<file path="src/rtl/softmax_input_loader.sv">
`default_nettype none
// ============================================================================
// Module  : softmax_input_loader
// Brief   : Streams NUM-lane vectors into the softmax input memory, pulses the
//           core init/start, then measures the core's done window.
//           Optional macro SOFTMAX_LOADER_TIMEOUT_EN adds a WAIT-state timeout.
// Rev     : 1.0 - initial release
// ============================================================================

module softmax_input_loader #(
  parameter int DATAWIDTH = 16,
  parameter int NUM       = 4,
  parameter int ADDRSIZE  = 8
`ifdef SOFTMAX_LOADER_TIMEOUT_EN
  ,
  parameter int TIMEOUT   = 4096
`endif
) (
  input  logic                      clk,
  input  logic                      reset,
  input  logic                      go,
  input  logic [ADDRSIZE-1:0]       cfg_start_addr,
  input  logic [ADDRSIZE:0]         cfg_len,
  input  logic                      s_valid,
  input  logic [DATAWIDTH*NUM-1:0]  s_data,
  output logic                      s_ready,
  output logic                      mem_we,
  output logic [ADDRSIZE-1:0]       mem_waddr,
  output logic [DATAWIDTH*NUM-1:0]  mem_wdata,
  output logic [ADDRSIZE-1:0]       sm_start_addr,
  output logic [ADDRSIZE-1:0]       sm_end_addr,
  output logic                      sm_init,
  output logic                      sm_start,
  input  logic                      sm_done,
  output logic                      busy,
  output logic                      complete,
  output logic                      cfg_err,
`ifdef SOFTMAX_LOADER_TIMEOUT_EN
  output logic                      timeout,
`endif
  output logic [ADDRSIZE:0]         out_beats
);

  localparam int                c_word_w   = DATAWIDTH * NUM;
  localparam logic [ADDRSIZE:0] c_one      = 1;
  localparam logic [ADDRSIZE:0] c_beat_max = {1'b1, {ADDRSIZE{1'b0}}};

  typedef enum logic [2:0] {
    ST_IDLE  = 3'd0,
    ST_LOAD  = 3'd1,
    ST_INIT  = 3'd2,
    ST_START = 3'd3,
    ST_WAIT  = 3'd4
  } state_t;

  state_t                r_state, w_state_nxt;
  logic                  r_s_ready, w_s_ready_nxt;
  logic                  r_mem_we, w_mem_we_nxt;
  logic [ADDRSIZE-1:0]   r_mem_waddr, w_mem_waddr_nxt;
  logic [c_word_w-1:0]   r_mem_wdata, w_mem_wdata_nxt;
  logic [ADDRSIZE-1:0]   r_sm_start_addr, w_sm_start_addr_nxt;
  logic [ADDRSIZE-1:0]   r_sm_end_addr, w_sm_end_addr_nxt;
  logic                  r_sm_init, w_sm_init_nxt;
  logic                  r_sm_start, w_sm_start_nxt;
  logic                  r_busy, w_busy_nxt;
  logic                  r_complete, w_complete_nxt;
  logic                  r_cfg_err, w_cfg_err_nxt;
  logic [ADDRSIZE:0]     r_out_beats, w_out_beats_nxt;
  logic [ADDRSIZE:0]     r_count, w_count_nxt;
  logic [ADDRSIZE:0]     r_len, w_len_nxt;
  logic                  r_armed, w_armed_nxt;
  logic                  r_seen_high, w_seen_high_nxt;

`ifdef SOFTMAX_LOADER_TIMEOUT_EN
  localparam int                c_to_w    = $clog2(TIMEOUT + 1);
  localparam logic [c_to_w-1:0] c_to_last = c_to_w'(TIMEOUT - 1);
  localparam logic [c_to_w-1:0] c_to_one  = 1;
  logic [c_to_w-1:0]     r_wait_cnt, w_wait_cnt_nxt;
  logic                  r_timeout, w_timeout_nxt;
`endif

  // End address computed one bit wider so a wrap past the top shows up in the MSB
  logic [ADDRSIZE:0]     w_cfg_end;
  logic                  w_cfg_bad;
  logic                  w_accept;
  logic                  w_last;
  logic                  w_window_done;

  assign w_cfg_end     = {1'b0, cfg_start_addr} + cfg_len - c_one;
  assign w_cfg_bad     = (cfg_len == '0) || w_cfg_end[ADDRSIZE];
  assign w_accept      = r_s_ready & s_valid;
  assign w_last        = (r_count == (r_len - c_one));
  assign w_window_done = r_seen_high & ~sm_done;

  always_comb begin
    w_state_nxt         = r_state;
    w_s_ready_nxt       = r_s_ready;
    w_mem_we_nxt        = 1'b0;
    w_mem_waddr_nxt     = r_mem_waddr;
    w_mem_wdata_nxt     = r_mem_wdata;
    w_sm_start_addr_nxt = r_sm_start_addr;
    w_sm_end_addr_nxt   = r_sm_end_addr;
    w_sm_init_nxt       = 1'b0;
    w_sm_start_nxt      = 1'b0;
    w_busy_nxt          = r_busy;
    w_complete_nxt      = 1'b0;
    w_cfg_err_nxt       = 1'b0;
    w_out_beats_nxt     = r_out_beats;
    w_count_nxt         = r_count;
    w_len_nxt           = r_len;
    w_armed_nxt         = r_armed;
    w_seen_high_nxt     = r_seen_high;
`ifdef SOFTMAX_LOADER_TIMEOUT_EN
    w_wait_cnt_nxt      = r_wait_cnt;
    w_timeout_nxt       = 1'b0;
`endif

    case (r_state)
      ST_IDLE: begin
        // The cycle showing complete is already IDLE, but go there belongs to the old job
        if (go && !r_complete) begin
          if (w_cfg_bad) begin
            w_cfg_err_nxt = 1'b1;
          end else begin
            w_sm_start_addr_nxt = cfg_start_addr;
            w_sm_end_addr_nxt   = w_cfg_end[ADDRSIZE-1:0];
            w_len_nxt           = cfg_len;
            w_count_nxt         = '0;
            w_out_beats_nxt     = '0;
            w_busy_nxt          = 1'b1;
            w_s_ready_nxt       = 1'b1;
            w_state_nxt         = ST_LOAD;
          end
        end
      end

      ST_LOAD: begin
        if (w_accept) begin
          w_mem_we_nxt    = 1'b1;
          w_mem_waddr_nxt = r_sm_start_addr + r_count[ADDRSIZE-1:0];
          w_mem_wdata_nxt = s_data;
          w_count_nxt     = r_count + c_one;
          if (w_last) begin
            w_s_ready_nxt = 1'b0;
            w_state_nxt   = ST_INIT;
          end
        end
      end

      ST_INIT: begin
        w_sm_init_nxt = 1'b1;
        w_state_nxt   = ST_START;
      end

      ST_START: begin
        w_sm_start_nxt  = 1'b1;
        w_armed_nxt     = 1'b0;
        w_seen_high_nxt = 1'b0;
`ifdef SOFTMAX_LOADER_TIMEOUT_EN
        w_wait_cnt_nxt  = '0;
`endif
        w_state_nxt     = ST_WAIT;
      end

      ST_WAIT: begin
        // A done level left over from a previous job only counts after a low cycle
        if (sm_done) begin
          if (r_armed) begin
            w_seen_high_nxt = 1'b1;
            if (r_out_beats != c_beat_max) begin
              w_out_beats_nxt = r_out_beats + c_one;
            end
          end
        end else begin
          w_armed_nxt = 1'b1;
        end

        if (w_window_done) begin
          w_complete_nxt = 1'b1;
          w_busy_nxt     = 1'b0;
          w_state_nxt    = ST_IDLE;
        end
`ifdef SOFTMAX_LOADER_TIMEOUT_EN
        else if (r_wait_cnt == c_to_last) begin
          w_timeout_nxt  = 1'b1;
          w_complete_nxt = 1'b1;
          w_busy_nxt     = 1'b0;
          w_state_nxt    = ST_IDLE;
        end else begin
          w_wait_cnt_nxt = r_wait_cnt + c_to_one;
        end
`endif
      end

      default: begin
        w_s_ready_nxt = 1'b0;
        w_busy_nxt    = 1'b0;
        w_state_nxt   = ST_IDLE;
      end
    endcase
  end

  always_ff @(posedge clk or negedge reset) begin
    if (!reset) begin
      r_state         <= ST_IDLE;
      r_s_ready       <= 1'b0;
      r_mem_we        <= 1'b0;
      r_mem_waddr     <= '0;
      r_mem_wdata     <= '0;
      r_sm_start_addr <= '0;
      r_sm_end_addr   <= '0;
      r_sm_init       <= 1'b0;
      r_sm_start      <= 1'b0;
      r_busy          <= 1'b0;
      r_complete      <= 1'b0;
      r_cfg_err       <= 1'b0;
      r_out_beats     <= '0;
      r_count         <= '0;
      r_len           <= '0;
      r_armed         <= 1'b0;
      r_seen_high     <= 1'b0;
`ifdef SOFTMAX_LOADER_TIMEOUT_EN
      r_wait_cnt      <= '0;
      r_timeout       <= 1'b0;
`endif
    end else begin
      r_state         <= w_state_nxt;
      r_s_ready       <= w_s_ready_nxt;
      r_mem_we        <= w_mem_we_nxt;
      r_mem_waddr     <= w_mem_waddr_nxt;
      r_mem_wdata     <= w_mem_wdata_nxt;
      r_sm_start_addr <= w_sm_start_addr_nxt;
      r_sm_end_addr   <= w_sm_end_addr_nxt;
      r_sm_init       <= w_sm_init_nxt;
      r_sm_start      <= w_sm_start_nxt;
      r_busy          <= w_busy_nxt;
      r_complete      <= w_complete_nxt;
      r_cfg_err       <= w_cfg_err_nxt;
      r_out_beats     <= w_out_beats_nxt;
      r_count         <= w_count_nxt;
      r_len           <= w_len_nxt;
      r_armed         <= w_armed_nxt;
      r_seen_high     <= w_seen_high_nxt;
`ifdef SOFTMAX_LOADER_TIMEOUT_EN
      r_wait_cnt      <= w_wait_cnt_nxt;
      r_timeout       <= w_timeout_nxt;
`endif
    end
  end

  assign s_ready       = r_s_ready;
  assign mem_we        = r_mem_we;
  assign mem_waddr     = r_mem_waddr;
  assign mem_wdata     = r_mem_wdata;
  assign sm_start_addr = r_sm_start_addr;
  assign sm_end_addr   = r_sm_end_addr;
  assign sm_init       = r_sm_init;
  assign sm_start      = r_sm_start;
  assign busy          = r_busy;
  assign complete      = r_complete;
  assign cfg_err       = r_cfg_err;
  assign out_beats     = r_out_beats;
`ifdef SOFTMAX_LOADER_TIMEOUT_EN
  assign timeout       = r_timeout;
`endif

endmodule

`default_nettype wire

</file>
<file path="config.mk">
export PLATFORM = sky130hd
export DESIGN_NAME = softmax_input_loader
export DESIGN_NICKNAME = d
export VERILOG_FILES = /design/src/rtl/softmax_input_loader.sv
export SDC_FILE = /design/constraint.sdc
export NUM_CORES = 1
export LEC_CHECK = 0
export CAP_MARGIN = 40
export CORE_MARGIN = 2
export CORE_UTILIZATION = 45
export CTS_CLUSTER_SIZE = 10
export DETAILED_ROUTE_END_ITERATION = 12
export GPL_ROUTABILITY_DRIVEN = 0
export PLACE_DENSITY = 0.84
export SKIP_CTS_REPAIR_TIMING = 1
export SLEW_MARGIN = 30
export SYNTH_ARGS = -nofsm -noshare
export SYNTH_HDL_FRONTEND = slang
export SYNTH_SLANG_ARGS = --single-unit
</file>
<file path="constraint.sdc">
create_clock -name clk -period 2.8 [get_ports clk]
set_input_delay 0.42 -clock clk [delete_from_list [all_inputs] [get_ports clk]]
set_output_delay 0.42 -clock clk [all_outputs]
set_load 0.01 [all_outputs]
</file>
==> results of run 1 <==
==> layer usage <==
layer / up-vias / global-route usage, %
met3: 31 / 4.76
met2: 179 / 37.5
met5: - / 0
li1: 2532 / -
met4: 0 / 9.08
met1: 2504 / 26.9
==> sequential cells by signal (all words and copies together), names as in the netlist <==
| register | flops |
|---|---|
| mem_wdata | 64 |
| sm_init | 1 |
| r_count | 9 |
| sm_start_addr | 8 |
| sm_start | 1 |
| sm_end_addr | 8 |
| out_beats | 9 |
| busy | 1 |
| mem_waddr | 8 |
| r_armed | 1 |
| complete | 1 |
| r_seen_high | 1 |
| cfg_err | 1 |
| s_ready | 1 |
| r_len | 9 |
| mem_we | 1 |
| r_state | 3 |
==> worst min path at each step <==
stage / from / end / slack (ps) / cells past startpoint
global route: cfg_len[6] / r_len[6] / 280 / 2
CTS: reset / mem_wdata[1] / -40 / 1
finish: cfg_len[6] / r_len[6] / 260 / 2
floorplan: reset / busy / 120 / 0
detailed placement: reset / mem_wdata[1] / 400 / 1
global placement: reset / mem_wdata[16] / 390 / 1
==> through the flow <==
stage | instances | cell area (µm²) | setup WS (ps)
2_1_floorplan | 643 | 6130 | 20.9
3_3_place_gp | 1023 | 8440 | -494
3_5_place_dp | 1023 | 8440 | -581
4_1_cts | 1055 | 9060 | -159
5_1_grt | 1061 | 9270 | 1.65
6_report | 1061 | 9270 | 78.0
==> critical path, stage by stage <==
cell	delay [ps]
clkdlybuf4s50_1	500
inv_1	50
ha_1	180
inv_1	60
ha_2	190
a211oi_2	70
o21ai_2	210
nand4_1	240
a21o_1	260
a21oi_4	290
clkbuf_16	220
mux2_1	320
==> layout make-up <==
cell class | count | area share (%)
Tap cell | 176 | 2.38
Sequential cell | 127 | 34.3
Clock buffer | 17 | 4.59
Clock inverter | 15 | 2.11
Timing Repair Buffer | 232 | 25.0
Multi-Input combinational cell | 449 | 29.9
Inverter | 45 | 1.82
==> cells in the final DEF (no fill, tap or decap), drive strengths merged, types with 2 or more instances in the layout <==
cell / instances
ha: 26
mux2: 20
clkinv: 6
dfrtp: 127
nor4b: 3
and4: 2
nand2: 217
clkdlybuf4s50: 174
nor2b: 6
o21ai: 19
xor2: 23
and2: 3
nor4: 2
nand4: 7
nor3b: 2
a21oi: 11
nand3: 11
nand2b: 9
a311oi: 2
nor2: 30
bufinv: 4
inv: 45
and2b: 2
xnor2: 14
clkbuf: 18
clkinvlp: 5
dlymetal6s2s: 14
nor3: 5
buf: 42
o211ai: 2
mux2i: 4
a31oi: 2
nand3b: 2
a21o: 7
fa: 2
==> kinds of logic (layout without fill, tap and decap cells) <==
family	count (synthesis)	in the layout	synth area share, %
AO/OA/AOI/OAI	54	54	6.22
XOR/XNOR	37	37	5.29
adder cells (fa/ha/maj)	28	28	5.96
buffers and inverters	67	309	4.80
flip-flops	127	127	51.8
multiplexers	24	24	4.33
AND/OR/NAND/NOR	306	306	21.6
==> power groups by stage <==
stage | Sequential [W] | Clock (W) | Combinational [W]
after floorplan | 0.00187 | 0 | 0.000113
after global placement | 0.00187 | 0 | 0.000345
after detailed placement | 0.00187 | 0 | 0.000353
after CTS | 0.00184 | 0.00235 | 0.000359
after global routing | 0.00184 | 0.00244 | 0.000440
final | 0.00184 | 0.00232 | 0.000406
==> metrics, run 1 <==
# DRC=0; grt total ovfl=0; switching power=0.00101 W; outcome=complete, no violations; final core utilization=69.7%; post-synth top area share=51.8%; post-DP HPWL=11400 µm; Pins Over Slew Limit=0; syn avg cell area=9.53 µm²; DRT Wirelength=16700 µm; CTS H-tree depth=4; met3 WL=1040 µm; crit-path max FO=5; RSZ-0062 raised after global routing=false; ratio of cells with drive above 1 in the final layout=12.8%; worst hold slack=265 ps; final hold violation count=0; CTS tree=built; Seq/Total Area, Yosys=51.8%; Tcrit/Tclk final=97.2%; area leader, netlist=dfrtp_1; Setup crit end=r_len[4]; max cap viols=0; final setup fails=0; Pleak=4.68 nW; drt pass-1 iters=7; Total GRT Usage=22.0%; crit path kind=in2reg; Synth area leaders=dfrtp_1, nand2_1, ha_1; # rows=42; Reg2Reg Depth=9; Sequential Power Share=40.3%; relative slew slack=67.2%; antenna-violating nets left=0; die width=121 µm; I/O Buffers=189; Synth Cell Area=6130 µm²; Pwr Total=0.00456 W; Reg2Reg Capture Point=s_ready; most frequent cell after synthesis=nand2_1; CTS Buffer Depth=2; Seq cells post-synth=127; 1st-iter DRT viols=268; vias in the first global route=5243; M1 wire length=6890 µm; cell count after synthesis=643; CP endpoint kind=register; Setup Skew=7.46 ps; chip height=121 µm; worst-skew pair later-pin latency=420 ps; Worst-path clk slew=60 ps; DR vias=5246; Antenna diodes=0; met2 WL=8360 µm; Hold Path Class=in2reg; Setup crit start=cfg_start_addr[0]; flop2flop setup slack=190 ps; ys async rst share=100%; Ys Warns=0; Worst-Margin Slew=488 ps; area of the multi-input gates=2770 µm²; reg2reg start=r_len[0]; Required @ worst endpoint=3100 ps; pin count of the biggest net entering global routing=62; Max Fclk=0.367 GHz; EDFF count, synth=0; Post-Syn Nets=757; arrival time at the worst endpoint=3020 ps; Reg area=3180 µm²; initial antenna violation count=0; clock root buffer=clkbuf_16; crit path time final=2720 ps; Comb power frac=8.9%; clock sink count=127; Top Layer Used=met4; first-pass GRT wire length=25300 µm; vias per std cell=4.94; Total Neg Setup Slack=0 ps; die footprint=14600 µm²; P per Cell Area=492 nW/µm²; cts bufs inserted=17; synth-to-layout area growth=51.2%; Post-synth top cells=nand2_1, dfrtp_1, inv_1; dominant synthesized flop cell=dfrtp_1; Final nets=986; core area=13300 µm²; IR Drop Worst-Case VDD=0.000360 V; Int Power=0.00355 W; startpoint types=input port; synth unique cells=60; # fillers=987; switching part of the total power=22.2%; WL/cell=15.8 µm; clock share of power=50.8%; I/O pins=190; Starting Density=46.1%
(Power assumes the default switching activity.)
==> run 2: changes to the inputs <==
- ABC_CLOCK_PERIOD_IN_PS: not set -> 2800
- HOLD_SLACK_MARGIN: not set -> 0.12
==> results of run 2 <==
Final layout, timing and power as in run 1 (identical DEF).
